File: config.mk
export PLATFORM = sky130hd
export DESIGN_NAME = nibble_seq_addsub
export DESIGN_NICKNAME = d
export VERILOG_FILES = /design/src/rtl/nibble_seq_addsub.sv
export SDC_FILE = /design/constraint.sdc
export NUM_CORES = 1
export LEC_CHECK = 0
export CAP_MARGIN = 20
export CORE_MARGIN = 10
export CORE_UTILIZATION = 30
export DETAILED_ROUTE_END_ITERATION = 10
export PLACE_DENSITY = 0.57
export SYNTH_ARGS = -nofsm -noshare
export SYNTH_HDL_FRONTEND = slang
export SYNTH_SLANG_ARGS = --single-unit
export TNS_END_PERCENT = 10
File: constraint.sdc
create_clock -name clk -period 4.2 [get_ports clk]
set_clock_uncertainty 0.2 [all_clocks]
set_input_delay 0.42 -clock clk [delete_from_list [all_inputs] [get_ports clk]]
set_output_delay 0.42 -clock clk [all_outputs]
set_load 0.02 [all_outputs]
File: src/rtl/nibble_seq_addsub.sv
// nibble_seq_addsub -- sequential 8-bit add/subtract unit.
//
// A single 4-bit carry-lookahead nibble adder is time-multiplexed: the low
// nibble is summed in state LO, the high nibble in state HI, and the
// inter-nibble carry is registered in between. Results and flags are held
// in DONE until the downstream handshake. The unit can accept a new
// operation in the same cycle as that handshake (back-to-back).
//
// Optional feature: define NSA_SAT_EN to enable signed saturation when
// op_i[1]=1. Without the macro, op_i[1] is ignored and the result is always
// the raw wrapped sum.
//
// Ports:
//   clk          rising-edge clock
//   rst          asynchronous reset, active-high
//   in_valid_i   upstream operands valid
//   in_ready_o   unit can accept operands (combinational from state)
//   a_i, b_i     8-bit operands, sampled only at accept
//   op_i         [0]: 1 = subtract (A-B), 0 = add; [1]: saturate select
//   out_valid_o  result_o and flags_o valid
//   out_ready_i  downstream accepts result
//   result_o     8-bit sum or difference
//   flags_o      {N, Z, C, V}

module nibble_seq_addsub (
  input  logic       clk,
  input  logic       rst,
  input  logic       in_valid_i,
  output logic       in_ready_o,
  input  logic [7:0] a_i,
  input  logic [7:0] b_i,
  input  logic [1:0] op_i,
  output logic       out_valid_o,
  input  logic       out_ready_i,
  output logic [7:0] result_o,
  output logic [3:0] flags_o
);

  typedef enum logic [1:0] {
    S_IDLE = 2'd0,
    S_LO   = 2'd1,
    S_HI   = 2'd2,
    S_DONE = 2'd3
  } state_t;

  state_t     state_q, state_d;
  logic [7:0] a_q, a_d;
  logic [7:0] b_q, b_d;
  logic [1:0] op_q, op_d;
  logic [3:0] sum_lo_q, sum_lo_d;
  logic       c4_q, c4_d;
  logic [7:0] result_q, result_d;
  logic [3:0] flags_q, flags_d;

  // Subtraction is A + ~B + 1; the +1 enters as the low-nibble carry-in.
  logic [7:0] b_eff;
  assign b_eff = op_q[0] ? ~b_q : b_q;

  // ------------------------------------------------------------------
  // Shared 4-bit carry-lookahead nibble adder
  // ------------------------------------------------------------------
  logic       use_hi;
  logic [3:0] nib_a, nib_b, nib_p, nib_g, nib_s;
  logic       nib_cin;
  logic [4:0] nib_c;

  assign use_hi  = (state_q == S_HI);
  assign nib_a   = use_hi ? a_q[7:4]   : a_q[3:0];
  assign nib_b   = use_hi ? b_eff[7:4] : b_eff[3:0];
  assign nib_cin = use_hi ? c4_q       : op_q[0];

  assign nib_p = nib_a ^ nib_b;
  assign nib_g = nib_a & nib_b;

  // Fully expanded lookahead carries: no ripple through the nibble.
  assign nib_c[0] = nib_cin;
  assign nib_c[1] = nib_g[0] | (nib_p[0] & nib_cin);
  assign nib_c[2] = nib_g[1] | (nib_p[1] & nib_g[0])
                  | (nib_p[1] & nib_p[0] & nib_cin);
  assign nib_c[3] = nib_g[2] | (nib_p[2] & nib_g[1])
                  | (nib_p[2] & nib_p[1] & nib_g[0])
                  | (nib_p[2] & nib_p[1] & nib_p[0] & nib_cin);
  assign nib_c[4] = nib_g[3] | (nib_p[3] & nib_g[2])
                  | (nib_p[3] & nib_p[2] & nib_g[1])
                  | (nib_p[3] & nib_p[2] & nib_p[1] & nib_g[0])
                  | (nib_p[3] & nib_p[2] & nib_p[1] & nib_p[0] & nib_cin);

  assign nib_s = nib_p ^ nib_c[3:0];

  // ------------------------------------------------------------------
  // Final result and flags, valid during HI (captured at HI->DONE)
  // ------------------------------------------------------------------
  logic [7:0] raw_sum;
  logic       raw_c8;
  logic       raw_ovf;
  logic [7:0] final_res;

  assign raw_sum = {nib_s, sum_lo_q};
  assign raw_c8  = nib_c[4];
  // Signed overflow: operands (after B inversion) agree in sign but the sum does not.
  assign raw_ovf = (a_q[7] == b_eff[7]) && (raw_sum[7] != a_q[7]);

`ifdef NSA_SAT_EN
  // On overflow the true result's sign equals A's sign, so clamp toward it.
  assign final_res = (op_q[1] && raw_ovf) ? (a_q[7] ? 8'h80 : 8'h7F) : raw_sum;
`else
  // op_q[1] has no consumer when saturation is compiled out.
  logic unused_sat_sel;
  assign unused_sat_sel = op_q[1];
  assign final_res      = raw_sum;
`endif

  // ------------------------------------------------------------------
  // Handshake outputs
  // ------------------------------------------------------------------
  assign in_ready_o  = (state_q == S_IDLE) || ((state_q == S_DONE) && out_ready_i);
  assign out_valid_o = (state_q == S_DONE);
  assign result_o    = result_q;
  assign flags_o     = flags_q;

  logic accept;
  assign accept = in_valid_i && in_ready_o;

  // ------------------------------------------------------------------
  // Next-state logic
  // ------------------------------------------------------------------
  always_comb begin
    state_d  = state_q;
    a_d      = a_q;
    b_d      = b_q;
    op_d     = op_q;
    sum_lo_d = sum_lo_q;
    c4_d     = c4_q;
    result_d = result_q;
    flags_d  = flags_q;

    unique case (state_q)
      S_IDLE: begin
        if (accept) begin
          a_d     = a_i;
          b_d     = b_i;
          op_d    = op_i;
          state_d = S_LO;
        end
      end
      S_LO: begin
        sum_lo_d = nib_s;
        c4_d     = nib_c[4];
        state_d  = S_HI;
      end
      S_HI: begin
        result_d = final_res;
        // C and V describe the raw sum; N and Z the (possibly clamped) result.
        flags_d  = {final_res[7], (final_res == 8'h00), raw_c8, raw_ovf};
        state_d  = S_DONE;
      end
      S_DONE: begin
        if (out_ready_i) begin
          if (in_valid_i) begin
            a_d     = a_i;
            b_d     = b_i;
            op_d    = op_i;
            state_d = S_LO;
          end else begin
            state_d = S_IDLE;
          end
        end
      end
      default: state_d = S_IDLE;
    endcase
  end

  // ------------------------------------------------------------------
  // State registers
  // ------------------------------------------------------------------
  always_ff @(posedge clk or posedge rst) begin
    if (rst) begin
      state_q  <= S_IDLE;
      a_q      <= 8'h00;
      b_q      <= 8'h00;
      op_q     <= 2'b00;
      sum_lo_q <= 4'h0;
      c4_q     <= 1'b0;
      result_q <= 8'h00;
      flags_q  <= 4'h0;
    end else begin
      state_q  <= state_d;
      a_q      <= a_d;
      b_q      <= b_d;
      op_q     <= op_d;
      sum_lo_q <= sum_lo_d;
      c4_q     <= c4_d;
      result_q <= result_d;
      flags_q  <= flags_d;
    end
  end

endmodule

==> impl_results.md <==
- Post-route setup TNS: 0 ns
- H-Tree Depth: 2
- Port Buffers: 34
- Number of routed nets with antenna violations: 0
- Final setup violation count: 0
- DP Wirelength: 2835 um
- Most common cell after layout, fill and taps aside: dfrtp_1
- Worst setup SP type: register
- Final hold vios: 0
- Ys Warns: 0
- Final nets: 213
- Commonest cells after routing, fill and taps aside: 35 x dfrtp_1, 34 x clkdlybuf4s50_1, 32 x mux2_2
- Largest net degree at the start of global routing: 36
- Clock buffer count from CTS: 5
- Clock period minus worst slack: 3.117 ns
- Synth Cell Area: 1832 sq um
- Syn Area/Cell: 12.72 sq um
- CTS tree: yes
- Max-cap violations: 0
- Wire per inst: 14.08 um
- Drt first pass iters: 4
- Clock tree buffer depth: 2
- Outcome: finished, final reports clean
- R2R setup slack: 1.08 ns
- Clock slew seen by the registers of the worst setup and hold paths: 0.07 ns
- Antenna cells: 0
- DR vias: 1219
- Setup CP Type: reg -> reg
- WL final: 3604 um
- Unique masters post-synth: 35
- RSZ-0062 raised after global routing: no
- Slew margin rel.: 0.5349
- Yosys reg bits: 35
- Initial drt markers: 30
- Layout area overhead: 28.76%
- Critical Path End Type: register
- Yosys top cell area share: 0.4781
- Vias in the first global route: 1390
- CTS sink count: 35
- First-pass GRT wire length: 6403 um
- Fin. max-slew vios: 0
- I/O Pins: 36
- Top cells by area, synth: dfrtp_1 48%, mux2_2 20%, ha_1 6.8%
- Die area: 9631 sq um
- Setup Fix Bufs, Post-CTS: 0
- Row count: 28
- Placeable core area: 5921 sq um
- Crit Reg-Reg Endpoint: flags_o[2]
- Global route total overflow: 0
- Die X: 98.14 um
- Worst Tran Pin Value: 0.6959 ns
- Placer Congestion: 0.7756
- Post-route clock period utilization: 0.7421
- Antenna violations before repair: 0
- Worst-skew pair later-pin latency: 0.29 ns
- Required time of the critical path: 4.18 ns
- Share of cells above drive strength 1: 0.2431
- Top cell type by total area after synthesis: dfrtp_1
- Arrival time of the worst setup path: 3.10 ns
- HP Class: reg -> reg
- Clock tree root driver cell: clkbuf_8
- Drc violations: 0
- CP startpoint: state_q[0]
- Initial Utilization: 0.3094
- Vias/cell: 4.762
- Worst-path maximum fanout: 21
- Tot GR Track Use: 0.07886
- Syn nets: 177
- Hold Buf Count CTS: 0
- R2R Path Start: state_q[0]
- Mapped Cells: 144
- Die span in y: 98.14 um
- CTS resizes: 0
- Max Clock Freq: 0.3209 GHz
- Reg2reg path depth: 9
- Worst setup path end: flags_o[2]
- Post-synthesis sequential area ratio: 0.4781
metal layers:
metal | routed length (um) | share of wire | vias to the layer above | track usage
li1 | - | - | 591 | -
met1 | 1578 | 0.44 | 591 | 0.08719
met2 | 1730 | 0.48 | 31 | 0.1299
met3 | 246 | 0.068 | 6 | 0.03735
met4 | 49 | 0.014 | 0 | 0.02756
met5 | 0 | 0 | - | 0
sequential cells by signal, indices dropped and copies added, names as in the netlist:
signal    count
a_q           8
b_q           8
op_q          1
flags_o       3
state_q       2
c4_q          1
sum_lo_q      4
result_o      8
cell type report:
class                           instances  area, sq um
Clock buffer                            6        82.58
Timing Repair Buffer                   36        355.3
Clock inverter                          2        35.03
Sequential cell                        35        875.8
Tap cell                               75        93.84
Fill cell                             558         3562
Inverter                                8        30.03
Multi-Input combinational cell         94        885.9
metrics by stage:
stage / instance area [sq um] / std cells / util / setup WS, ns / hold WS [ns]
final: 2359 / 256 / 0.3984 / 1.083 / 0.3057
after CTS: 2359 / 256 / 0.3984 / 1.038 / 0.3078
after global routing: 2359 / 256 / 0.3984 / 0.7675 / 0.3183
after global placement: 2241 / 248 / 0.3785 / 1.142 / 0.2889
after floorplan: 1832 / 144 / - / 1.162 / 0.2737
after detailed placement: 2241 / 248 / 0.3785 / 1.057 / 0.2911
cell families after synthesis:
family | after synthesis | share of synthesized area
adder cells (fa/ha/maj) | 11 | 0.07924
buffers and inverters | 15 | 0.03825
multiplexers | 37 | 0.2309
AO/OA/AOI/OAI | 17 | 0.06422
AND/OR/NAND/NOR | 22 | 0.07583
XOR/XNOR | 7 | 0.03347
flip-flops | 35 | 0.4781
synthesized netlist by cell type (all sizes together):
master and number:
xnor2 5, and4 1, nand2b 1, inv 8, or4 1, o21ai 2, a21oi 8, o2111ai 1
nor2 4, o21bai 1, ha 10, clkbuf 3, o22ai 1, a31oi 1, xor2 2, or4b 1
nand2 4, nor4b 2, o32ai 1, nor3b 1, mux2 32, mux2i 5, nor4 1, buf 4
dfrtp 35, nand4b 2, nand4 1, fa 1, nand3 2, nand4bb 1, a2111oi 1, o211ai 1
worst min-delay path by stage:
stage | start | to | cells past startpoint
global route | b_q[3] | b_q[3] | 1
CTS | a_q[4] | a_q[4] | 1
global placement | a_q[6] | a_q[6] | 1
floorplan | a_q[6] | a_q[6] | 1
detailed placement | a_q[6] | a_q[6] | 1
finish | b_q[0] | b_q[0] | 1
critical path: stages, from the launching register on:
cell and delay [ns]:
dfrtp_1 0.41, inv_1 0.15, ha_1 0.39, buf_4 0.34
mux2i_4 0.33, inv_1 0.08, fa_1 0.38, xnor2_1 0.29
nand4b_1 0.14, o32ai_1 0.29
Power is left out: the tool's default activity adds up to more than one toggle a clock period on the data nets, which glitch-free logic cannot reach.
